`config.mk`:
```
export PLATFORM = sky130hd
export DESIGN_NAME = dfr_readout_mac_flat
export DESIGN_NICKNAME = d
export VERILOG_FILES = /design/src/rtl/dfr_readout_mac_if.sv /design/src/rtl/dfr_readout_mac.sv /design/src/flat_wrapper.sv
export SDC_FILE = /design/constraint.sdc
export NUM_CORES = 2
export LEC_CHECK = 0
export ABC_CLOCK_PERIOD_IN_PS = 10300
export BUFFER_PORTS_ARGS = -buffer_cell sky130_fd_sc_hd__buf_2
export CAP_MARGIN = 20
export CELL_PAD_IN_SITES_DETAIL_PLACEMENT = 0
export CELL_PAD_IN_SITES_GLOBAL_PLACEMENT = 1
export CORE_MARGIN = 2
export CORE_UTILIZATION = 46
export DETAILED_ROUTE_END_ITERATION = 6
export PLACE_DENSITY = 0.81
export SKIP_LAST_GASP = 1
export SYNTH_ARGS = -nofsm -noshare
export SYNTH_HDL_FRONTEND = slang
export SYNTH_SLANG_ARGS = --single-unit
```
`constraint.sdc`:
```
create_clock -name S_AXI_ACLK -period 10.3 [get_ports S_AXI_ACLK]
set_clock_uncertainty 0.2 [all_clocks]
set_input_delay 0 -clock S_AXI_ACLK [delete_from_list [all_inputs] [get_ports S_AXI_ACLK]]
set_output_delay 0 -clock S_AXI_ACLK [all_outputs]
set_load 0.05 [all_outputs]
```
`src/rtl/dfr_readout_mac_if.sv`:
```
// Node stream, weight RAM read port and result port of the DFR readout MAC.
// The master side feeds nodes/weights and consumes results; the MAC is the slave.
interface dfr_readout_mac_if #(
  parameter int DATA_WIDTH  = 32,
  parameter int NUM_OUTPUTS = 1,
  parameter int NODE_IDX_W  = 7
);
  logic                              clear;
  logic [NODE_IDX_W:0]               cfg_num_nodes;
  logic [5:0]                        cfg_frac_bits;
  logic                              node_valid;
  logic                              node_ready;
  logic [DATA_WIDTH-1:0]             node_data;
  logic                              weight_rd_en;
  logic [NODE_IDX_W-1:0]             weight_addr;
  logic [NUM_OUTPUTS*DATA_WIDTH-1:0] weight_rdata;
  logic                              out_valid;
  logic                              out_ready;
  logic [NUM_OUTPUTS*DATA_WIDTH-1:0] out_data;
  logic [NUM_OUTPUTS-1:0]            out_sat;
  logic                              busy;
  logic [31:0]                       sample_cnt;

  modport master (
    output clear, cfg_num_nodes, cfg_frac_bits, node_valid, node_data,
           weight_rdata, out_ready,
    input  node_ready, weight_rd_en, weight_addr, out_valid, out_data,
           out_sat, busy, sample_cnt
  );

  modport slave (
    input  clear, cfg_num_nodes, cfg_frac_bits, node_valid, node_data,
           weight_rdata, out_ready,
    output node_ready, weight_rd_en, weight_addr, out_valid, out_data,
           out_sat, busy, sample_cnt
  );
endinterface

```
`src/rtl/dfr_readout_mac.sv`:
```
// Streaming DFR readout: multiply-accumulates node states against per-node
// weights on NUM_OUTPUTS channels and emits saturated fixed-point results.
module dfr_readout_mac #(
  parameter int DATA_WIDTH        = 32,
  parameter int NUM_VIRTUAL_NODES = 100,
  parameter int NUM_OUTPUTS       = 1,
  parameter int ACC_WIDTH         = 2*DATA_WIDTH+8,
  parameter int NODE_IDX_W        = $clog2(NUM_VIRTUAL_NODES)
) (
  input logic              S_AXI_ACLK,
  input logic              S_AXI_ARESETN,
  dfr_readout_mac_if.slave bus
);
  localparam int PROD_W = 2*DATA_WIDTH;
  localparam logic [NODE_IDX_W:0] MAX_NODES = (NODE_IDX_W+1)'(NUM_VIRTUAL_NODES);
  localparam logic signed [ACC_WIDTH-1:0] SAT_MAX =
    {{(ACC_WIDTH-DATA_WIDTH+1){1'b0}}, {(DATA_WIDTH-1){1'b1}}};
  localparam logic signed [ACC_WIDTH-1:0] SAT_MIN =
    {{(ACC_WIDTH-DATA_WIDTH+1){1'b1}}, {(DATA_WIDTH-1){1'b0}}};

  typedef enum logic [1:0] {ACCUM, DRAIN, OUT} state_t;

  state_t                 state_q, state_d;
  logic [NODE_IDX_W-1:0]  idx_q, idx_d;
  logic [NODE_IDX_W:0]    num_q, num_d;
  logic [DATA_WIDTH-1:0]  node_q, node_d;
  logic                   mac_q, mac_d;
  logic [31:0]            cnt_q, cnt_d;
  logic                   beat;
  logic                   out_hs;
  logic                   last_beat;
  logic [NODE_IDX_W:0]    cfg_eff;
  logic [NODE_IDX_W:0]    num_eff;

  // The node count is only taken from cfg on the first beat of a sample.
  always_comb begin
    cfg_eff = (bus.cfg_num_nodes == '0 || bus.cfg_num_nodes > MAX_NODES)
              ? MAX_NODES : bus.cfg_num_nodes;
    num_eff = (idx_q == '0) ? cfg_eff : num_q;
  end

  always_comb begin
    state_d   = state_q;
    idx_d     = idx_q;
    num_d     = num_q;
    node_d    = node_q;
    mac_d     = 1'b0;
    cnt_d     = cnt_q;
    bus.node_ready = (state_q == ACCUM);
    beat      = bus.node_valid && (state_q == ACCUM) && !bus.clear;
    out_hs    = (state_q == OUT) && bus.out_ready;
    last_beat = (({1'b0, idx_q} + (NODE_IDX_W+1)'(1)) == num_eff);

    unique case (state_q)
      ACCUM: begin
        if (beat) begin
          node_d = bus.node_data;
          mac_d  = 1'b1;
          idx_d  = idx_q + NODE_IDX_W'(1);
          if (idx_q == '0) num_d = cfg_eff;
          if (last_beat) state_d = DRAIN;
        end
      end
      DRAIN: state_d = OUT;
      OUT: begin
        if (bus.out_ready) begin
          state_d = ACCUM;
          idx_d   = '0;
          cnt_d   = cnt_q + 32'd1;
        end
      end
      default: state_d = ACCUM;
    endcase

    if (bus.clear) begin
      state_d = ACCUM;
      idx_d   = '0;
      mac_d   = 1'b0;
    end
  end

  always_ff @(posedge S_AXI_ACLK or negedge S_AXI_ARESETN) begin
    if (!S_AXI_ARESETN) begin
      state_q <= ACCUM;
      idx_q   <= '0;
      num_q   <= '0;
      node_q  <= '0;
      mac_q   <= 1'b0;
      cnt_q   <= '0;
    end else begin
      state_q <= state_d;
      idx_q   <= idx_d;
      num_q   <= num_d;
      node_q  <= node_d;
      mac_q   <= mac_d;
      cnt_q   <= cnt_d;
    end
  end

  assign bus.weight_rd_en = beat;
  assign bus.weight_addr  = idx_q;
  assign bus.out_valid    = (state_q == OUT);
  assign bus.busy         = (state_q != ACCUM) || (idx_q != '0);
  assign bus.sample_cnt   = cnt_q;

  genvar gi;
  generate
    for (gi = 0; gi < NUM_OUTPUTS; gi++) begin : g_ch
      logic [DATA_WIDTH-1:0]       w;
      logic signed [PROD_W-1:0]    prod;
      logic signed [ACC_WIDTH-1:0] acc_q, acc_d;
      logic signed [ACC_WIDTH-1:0] shifted;
      logic [DATA_WIDTH-1:0]       res;
      logic                        sat;

      assign w    = bus.weight_rdata[gi*DATA_WIDTH +: DATA_WIDTH];
      // Operands sign-extended to the product width so the low half is the exact signed product.
      assign prod = {{DATA_WIDTH{node_q[DATA_WIDTH-1]}}, node_q} *
                    {{DATA_WIDTH{w[DATA_WIDTH-1]}}, w};

      always_comb begin
        acc_d = acc_q;
        if (bus.clear || out_hs) acc_d = '0;
        else if (mac_q) acc_d = acc_q + {{(ACC_WIDTH-PROD_W){prod[PROD_W-1]}}, prod};
      end

      always_ff @(posedge S_AXI_ACLK or negedge S_AXI_ARESETN) begin
        if (!S_AXI_ARESETN) acc_q <= '0;
        else                acc_q <= acc_d;
      end

      always_comb begin
        shifted = acc_q >>> bus.cfg_frac_bits;
        res     = shifted[DATA_WIDTH-1:0];
        sat     = 1'b0;
        if (shifted > SAT_MAX) begin
          res = SAT_MAX[DATA_WIDTH-1:0];
          sat = 1'b1;
        end else if (shifted < SAT_MIN) begin
          res = SAT_MIN[DATA_WIDTH-1:0];
          sat = 1'b1;
        end
      end

      assign bus.out_data[gi*DATA_WIDTH +: DATA_WIDTH] = res;
      assign bus.out_sat[gi] = sat;
    end
  endgenerate
endmodule

```
`src/flat_wrapper.sv`:
```
// flat-port wrapper written by rule: the top's interface ports become plain ports
module dfr_readout_mac_flat 
#(
  parameter int DATA_WIDTH        = 32,
  parameter int NUM_VIRTUAL_NODES = 100,
  parameter int NUM_OUTPUTS       = 1,
  parameter int ACC_WIDTH         = 2*DATA_WIDTH+8,
  parameter int NODE_IDX_W        = $clog2(NUM_VIRTUAL_NODES)
)
  (S_AXI_ACLK, S_AXI_ARESETN, bus_clear, bus_cfg_num_nodes, bus_cfg_frac_bits, bus_node_valid, bus_node_data, bus_weight_rdata, bus_out_ready, bus_node_ready, bus_weight_rd_en, bus_weight_addr, bus_out_valid, bus_out_data, bus_out_sat, bus_busy, bus_sample_cnt);
  dfr_readout_mac_if #(.DATA_WIDTH(DATA_WIDTH), .NUM_OUTPUTS(NUM_OUTPUTS), .NODE_IDX_W(NODE_IDX_W)) bus_i ();
  input logic S_AXI_ACLK;
  input logic S_AXI_ARESETN;
  input wire logic [$bits(bus_i.clear)-1:0] bus_clear;
  input wire logic [$bits(bus_i.cfg_num_nodes)-1:0] bus_cfg_num_nodes;
  input wire logic [$bits(bus_i.cfg_frac_bits)-1:0] bus_cfg_frac_bits;
  input wire logic [$bits(bus_i.node_valid)-1:0] bus_node_valid;
  input wire logic [$bits(bus_i.node_data)-1:0] bus_node_data;
  input wire logic [$bits(bus_i.weight_rdata)-1:0] bus_weight_rdata;
  input wire logic [$bits(bus_i.out_ready)-1:0] bus_out_ready;
  output wire logic [$bits(bus_i.node_ready)-1:0] bus_node_ready;
  output wire logic [$bits(bus_i.weight_rd_en)-1:0] bus_weight_rd_en;
  output wire logic [$bits(bus_i.weight_addr)-1:0] bus_weight_addr;
  output wire logic [$bits(bus_i.out_valid)-1:0] bus_out_valid;
  output wire logic [$bits(bus_i.out_data)-1:0] bus_out_data;
  output wire logic [$bits(bus_i.out_sat)-1:0] bus_out_sat;
  output wire logic [$bits(bus_i.busy)-1:0] bus_busy;
  output wire logic [$bits(bus_i.sample_cnt)-1:0] bus_sample_cnt;
  assign bus_i.clear = bus_clear;
  assign bus_i.cfg_num_nodes = bus_cfg_num_nodes;
  assign bus_i.cfg_frac_bits = bus_cfg_frac_bits;
  assign bus_i.node_valid = bus_node_valid;
  assign bus_i.node_data = bus_node_data;
  assign bus_i.weight_rdata = bus_weight_rdata;
  assign bus_i.out_ready = bus_out_ready;
  assign bus_node_ready = bus_i.node_ready;
  assign bus_weight_rd_en = bus_i.weight_rd_en;
  assign bus_weight_addr = bus_i.weight_addr;
  assign bus_out_valid = bus_i.out_valid;
  assign bus_out_data = bus_i.out_data;
  assign bus_out_sat = bus_i.out_sat;
  assign bus_busy = bus_i.busy;
  assign bus_sample_cnt = bus_i.sample_cnt;
  dfr_readout_mac #(.DATA_WIDTH(DATA_WIDTH), .NUM_VIRTUAL_NODES(NUM_VIRTUAL_NODES), .NUM_OUTPUTS(NUM_OUTPUTS), .ACC_WIDTH(ACC_WIDTH), .NODE_IDX_W(NODE_IDX_W)) u_core (.S_AXI_ACLK(S_AXI_ACLK), .S_AXI_ARESETN(S_AXI_ARESETN), .bus(bus_i));
endmodule
```
[Yosys cells after proc, flatten, opt, wreduce, memory -nomap -nowiden]
Cells that the tools add are included.
Storage, ports and cells
  register bits: 154
  output and inout bits: 76
Operators by class
  add/sub/neg operators: 4
  multipliers: 1
  magnitude comparators: 3
  eq/ne operators: 6
  shifts and indexed selects: 1
  mux-type cells: 20
  reductions and logical operators: 18
Operators with widths (count)
  $mux 72: 2
  $add 72x72->72: 1
  $gt 72x32->1 const B: 1
  $lt 72x32->1 const B: 1
  $sshr 72x6->72: 1
  $mul 32x32->64: 1
  $mux 32: 2
  $add 32x1->32 const B: 1
  $mux 7: 3
  $mux 8: 2
  $pmux 7 s2: 1
  $add 7x1->8 const B: 1
  $eq 8x8->1: 1
  $gt 8x7->1 const B: 1
  $logic_not 8->1: 1
  $mux 2: 4
  $add 7x1->7 const B: 1
  $logic_not 7->1: 1
  $reduce_bool 7->1: 1
  $ne 3x2->1 const B: 2
  $pmux 2 s3: 1
  $reduce_and 3->1: 2
  $mux 1: 5
  $reduce_and 2->1: 2
  9 further kinds: 14

[Depth between registers and ports, before layout]
  depth in word-level cells: 9
  depth in mapped cells: 42
  mapped depth without buffers: 41

[Worst setup path before layout]
No wires, ideal clock.
  kind: reg-to-reg
  start: register u_core.node_q[23]
  end: register u_core.g_ch[0].acc_q[70]
  arrival time: 9577 ps
  slack: 395 ps
  cell stages (with the launch flop): 37
  path buffers: 2
  period minus slack after synthesis: 9905 ps
  cell sequence: dfrtp_1 -> clkbuf_1 -> nand2_1 -> fa_1 -> inv_1 -> fa_1 -> fa_1 -> inv_1 -> fa_1 -> inv_1 -> fa_1 -> fa_1 -> fa_1 -> fa_1 -> ha_1 -> a21o_1 -> a211o_1 -> o32a_1 -> a21o_1 -> a21oi_1 -> o21bai_1 -> o31ai_1 -> o21ai_0 -> o211ai_1 -> nand2b_1 -> xor2_1 -> ha_1 -> clkbuf_1 -> nand4_1 -> or4_1 -> nor2_1 -> o21ai_0 -> a41oi_1 -> a21oi_1 -> o21ai_0 -> xnor2_1 -> o21ai_0
Between the ends
  cells in the longest elaborated chain, start to end: 4
Ends and longest elaborated chain
  start, declared: line dfr_readout_mac.sv:26  | logic [DATA_WIDTH-1:0] node_q, node_d;
  start signal, assigned: line dfr_readout_mac.sv:94  | node_q <= node_d;
  $mul 32x32->64: line dfr_readout_mac.sv:118  | assign prod = {{DATA_WIDTH{node_q[DATA_WIDTH-1]}}, node_q} *
  $add 72x72->72: line dfr_readout_mac.sv:124  | else if (mac_q) acc_d = acc_q + {{(ACC_WIDTH-PROD_W){prod[PROD_W-1]}}, prod};
  $mux 72: line dfr_readout_mac.sv:124
  $mux 72: line dfr_readout_mac.sv:123  | if (bus.clear || out_hs) acc_d = '0;
  end signal, assigned: line dfr_readout_mac.sv:128  | if (!S_AXI_ARESETN) acc_q <= '0;
  end signal, assigned: line dfr_readout_mac.sv:129  | else acc_q <= acc_d;
  end, declared: line dfr_readout_mac.sv:111  | logic signed [ACC_WIDTH-1:0] acc_q, acc_d;
No other way between the ends. The select of a mux whose other input is x is not followed.
A chain may end at the register's enable or synchronous reset.

[Final worst setup path]
  start: register u_core.node_q[5]
  end: register u_core.g_ch[0].acc_q[71]
Same word-level chain as after synthesis.

==> flow_metrics.env <==
export IMPL_outcome="completed"
export IMPL_synth_flop_cell="dfrtp_1"
export IMPL_htree_levels=4
export IMPL_wire_per_inst_um=18.6
export IMPL_finalCritPeriodShare_pct=99.3
export IMPL_hold_ws_ps=34.5
export IMPL_path_clk_slew_ps=90
export IMPL_start_kind="register"
export IMPL_nets=7438
export IMPL_syn_inst=5716
export IMPL_insertion_delay_ps=540
export IMPL_yosysUniqueCellTypes=76
export IMPL_regToRegSetupSlack_ps=70
export IMPL_drt_wl_total_mm=140
export IMPL_via_per_inst=5.32
export IMPL_gr_total_overflow=0
export IMPL_worstPathRequired_ps=10560
export IMPL_endpoint="u_core.g_ch[0].acc_q[71]"
export IMPL_grt_max_degree=78
export IMPL_fin_tns_setup_ps=0
export IMPL_synth_nets=7141
export IMPL_cts_made_buffers=17
export IMPL_ff2ff_path_depth=39
export IMPL_via_count=40000
export IMPL_cts_root_buf="clkbuf_16"
export IMPL_layout_commonest_cell="fa_1"
export IMPL_hold_viol_final=0
export IMPL_grt_total_usage_pct=25.6
export IMPL_crit_type="register to register"
export IMPL_finalCriticalPeriod_ps=10230
export IMPL_dr_pass1_iters=5
export IMPL_worst_slew_pin_transition_ps=955
export IMPL_cp_max_fo=7
export IMPL_hold_class="input port to register"
export IMPL_coreArea_sq_um=109000
export IMPL_r2r_start="u_core.node_q[5]"
export IMPL_drt_iter0_drc=2235
export IMPL_tritoncts="yes"
export IMPL_syn_to_final_growth_pct=12.2
export IMPL_dieArea_sq_um=113000
export IMPL_crit_start="u_core.node_q[5]"
export IMPL_grt_antenna_before_repair=4
export IMPL_clock_path_buffers=2
export IMPL_seq_area_frac_synth_pct=7.59
export IMPL_async_flop_share_pct=100
export IMPL_clock_fmax_mhz=97.8
export IMPL_first_global_vias=42400
export IMPL_drc=0
export IMPL_timing_slew_headroom_pct=36.3
export IMPL_rsz0062_at_grt="true"
export IMPL_ys_ff_latch=154
export IMPL_fp_dieH_um=336
export IMPL_drtAntennaViolNets=0
export IMPL_port_buffers=158
export IMPL_cts_num_sinks=154
export IMPL_netlist_area_sq_um=50800
export IMPL_drive_gt1_share_pct=12.4
export IMPL_ioPinCount=159
export IMPL_cp_slowest_stage_delay_ps=590
export IMPL_endpoint_kind="register"
export IMPL_fin_util_pct=52.2
export IMPL_yosysWarnings=0
export IMPL_critPathSlowestCell="fa_1"
export IMPL_grt_pass1_wl_mm=227
export IMPL_maxCapViolCount=0
export IMPL_finalWorstSetupSlack_ps=70.5
export IMPL_pre_cts_slack_ps=-353
export IMPL_gp_congestion=0.908
export IMPL_worstPathArrival_ps=10490
export IMPL_rows=121
export IMPL_syn_avg_cell_area_sq_um=8.88
export IMPL_final_max_slew_viol_count=0
export IMPL_r2r_end="u_core.g_ch[0].acc_q[71]"
export IMPL_finalSetupViolCount=0
export IMPL_die_x_um=336
export IMPL_synth_edff_count=0
export IMPL_initial_core_util_pct=46.5
export IMPL_dpl_hpwl_mm=118
export IMPL_cpMostUsedCell="fa_1"
export IMPL_final_cell_mix="fa_1 (1075), inv_1 (979), nand2_1 (961)"
layout make-up:
| cell class | count | area [sq um] |
|---|---|---|
| clock inverter | 15 | 201 |
| sequential | 154 | 3880 |
| antenna | 4 | 10.0 |
| inverter | 986 | 3700 |
| tap | 1476 | 1850 |
| fill | 10300 | 52200 |
| timing repair buffer | 596 | 4450 |
| multi-input combinational | 4258 | 42500 |
| clock buffer | 17 | 425 |
per-stage QoR:
| step | cells | area [sq um] |
|---|---|---|
| 2_1_floorplan | 5716 | 50800 |
| 3_3_place_gp | 7377 | 54900 |
| 3_5_place_dp | 7377 | 54900 |
| 4_1_cts | 7481 | 56300 |
| 5_1_grt | 7504 | 57000 |
| 6_report | 7506 | 57000 |
synthesized netlist by cell type, types with 8 or more instances:
| library cell | instances | area share, % |
|---|---|---|
| fa_1 | 1083 | 43 |
| inv_1 | 983 | 7.3 |
| nand2_1 | 962 | 7.1 |
| and2_1 | 470 | 5.8 |
| clkbuf_1 | 274 | 2.0 |
| ha_1 | 259 | 6.4 |
| nor2_1 | 247 | 1.8 |
| a21oi_1 | 198 | 2.0 |
| dfrtp_1 | 154 | 7.6 |
| o21ai_0 | 146 | 1.4 |
| xnor2_1 | 120 | 2.1 |
| mux2i_1 | 119 | 2.3 |
| a21o_1 | 71 | 1.0 |
| mux4_2 | 63 | 2.8 |
| nand3_1 | 63 | 0.62 |
| xor2_1 | 54 | 0.93 |
| o21ai_1 | 32 | 0.32 |
| a211oi_1 | 30 | 0.44 |
| nand2b_1 | 28 | 0.34 |
| nand4_1 | 27 | 0.33 |
| o21a_1 | 27 | 0.40 |
| and3_1 | 25 | 0.31 |
| a31oi_1 | 24 | 0.30 |
| buf_1 | 22 | 0.16 |
| o21bai_1 | 22 | 0.33 |
| nor3_1 | 21 | 0.21 |
| o211ai_1 | 15 | 0.22 |
| nor4_1 | 13 | 0.16 |
| nor2b_1 | 12 | 0.15 |
| a21boi_0 | 11 | 0.16 |
| buf_2 | 11 | 0.11 |
| o31ai_1 | 10 | 0.15 |
| o22ai_1 | 8 | 0.099 |
state kept, by name, summed over array words and instances, names as in the netlist:
register / flops
u_core.g_ch.acc_q: 72
u_core.bus.sample_cnt: 32
u_core.node_q: 32
u_core.num_q: 8
u_core.bus.weight_addr: 7
u_core.state_q: 2
u_core.mac_q: 1
per-layer routing:
| metal | track usage [%] | vias up | wire, um |
|---|---|---|---|
| li1 | - | 18200 | - |
| met1 | 32.7 | 20500 | 57700 |
| met2 | 44.4 | 967 | 71100 |
| met3 | 2.91 | 259 | 5660 |
| met4 | 10.2 | 0 | 5400 |
| met5 | 0 | - | 0 |
logic make-up after synthesis:
logic type | count (synthesis) | synth area share [%]
adder cells (fa/ha/maj) | 1342 | 49.1
AO/OA/AOI/OAI | 656 | 7.96
XOR/XNOR | 174 | 3.00
flip-flops | 154 | 7.59
AND/OR/NAND/NOR | 1896 | 17.3
multiplexers | 190 | 5.32
buffers and inverters | 1304 | 9.78
what timing repair did:
item                                   CTS  global route
pin swaps                                5            86
setup buffers                            4            22
endpoints found under the hold margin  148             0
hold buffers                            68             0
resized for setup                       25           126
setup endpoints to repair               11            26
critical path: cells and delay by family, from the launching register on:
kind | cells | cell delay, ps
flip-flops | 1 | 460
AO/OA/AOI/OAI | 17 | 2950
buffers and inverters | 7 | 1030
XOR/XNOR | 2 | 190
AND/OR/NAND/NOR | 3 | 590
adder cells (fa/ha/maj) | 10 | 4730
worst min-delay path by stage:
stage                       from                        to  cells after the start
5_1_grt         bus_node_data[4]          u_core.node_q[4]                      4
3_5_place_dp       S_AXI_ARESETN          u_core.node_q[6]                      1
3_3_place_gp       S_AXI_ARESETN          u_core.node_q[6]                      1
6_report        bus_node_data[4]          u_core.node_q[4]                      4
2_1_floorplan      S_AXI_ARESETN  u_core.bus.sample_cnt[0]                      0
4_1_cts        bus_node_data[27]         u_core.node_q[27]                      4
Power is not shown: default switching activity piles up to over one toggle a cycle in this logic, so the estimate is an artifact.
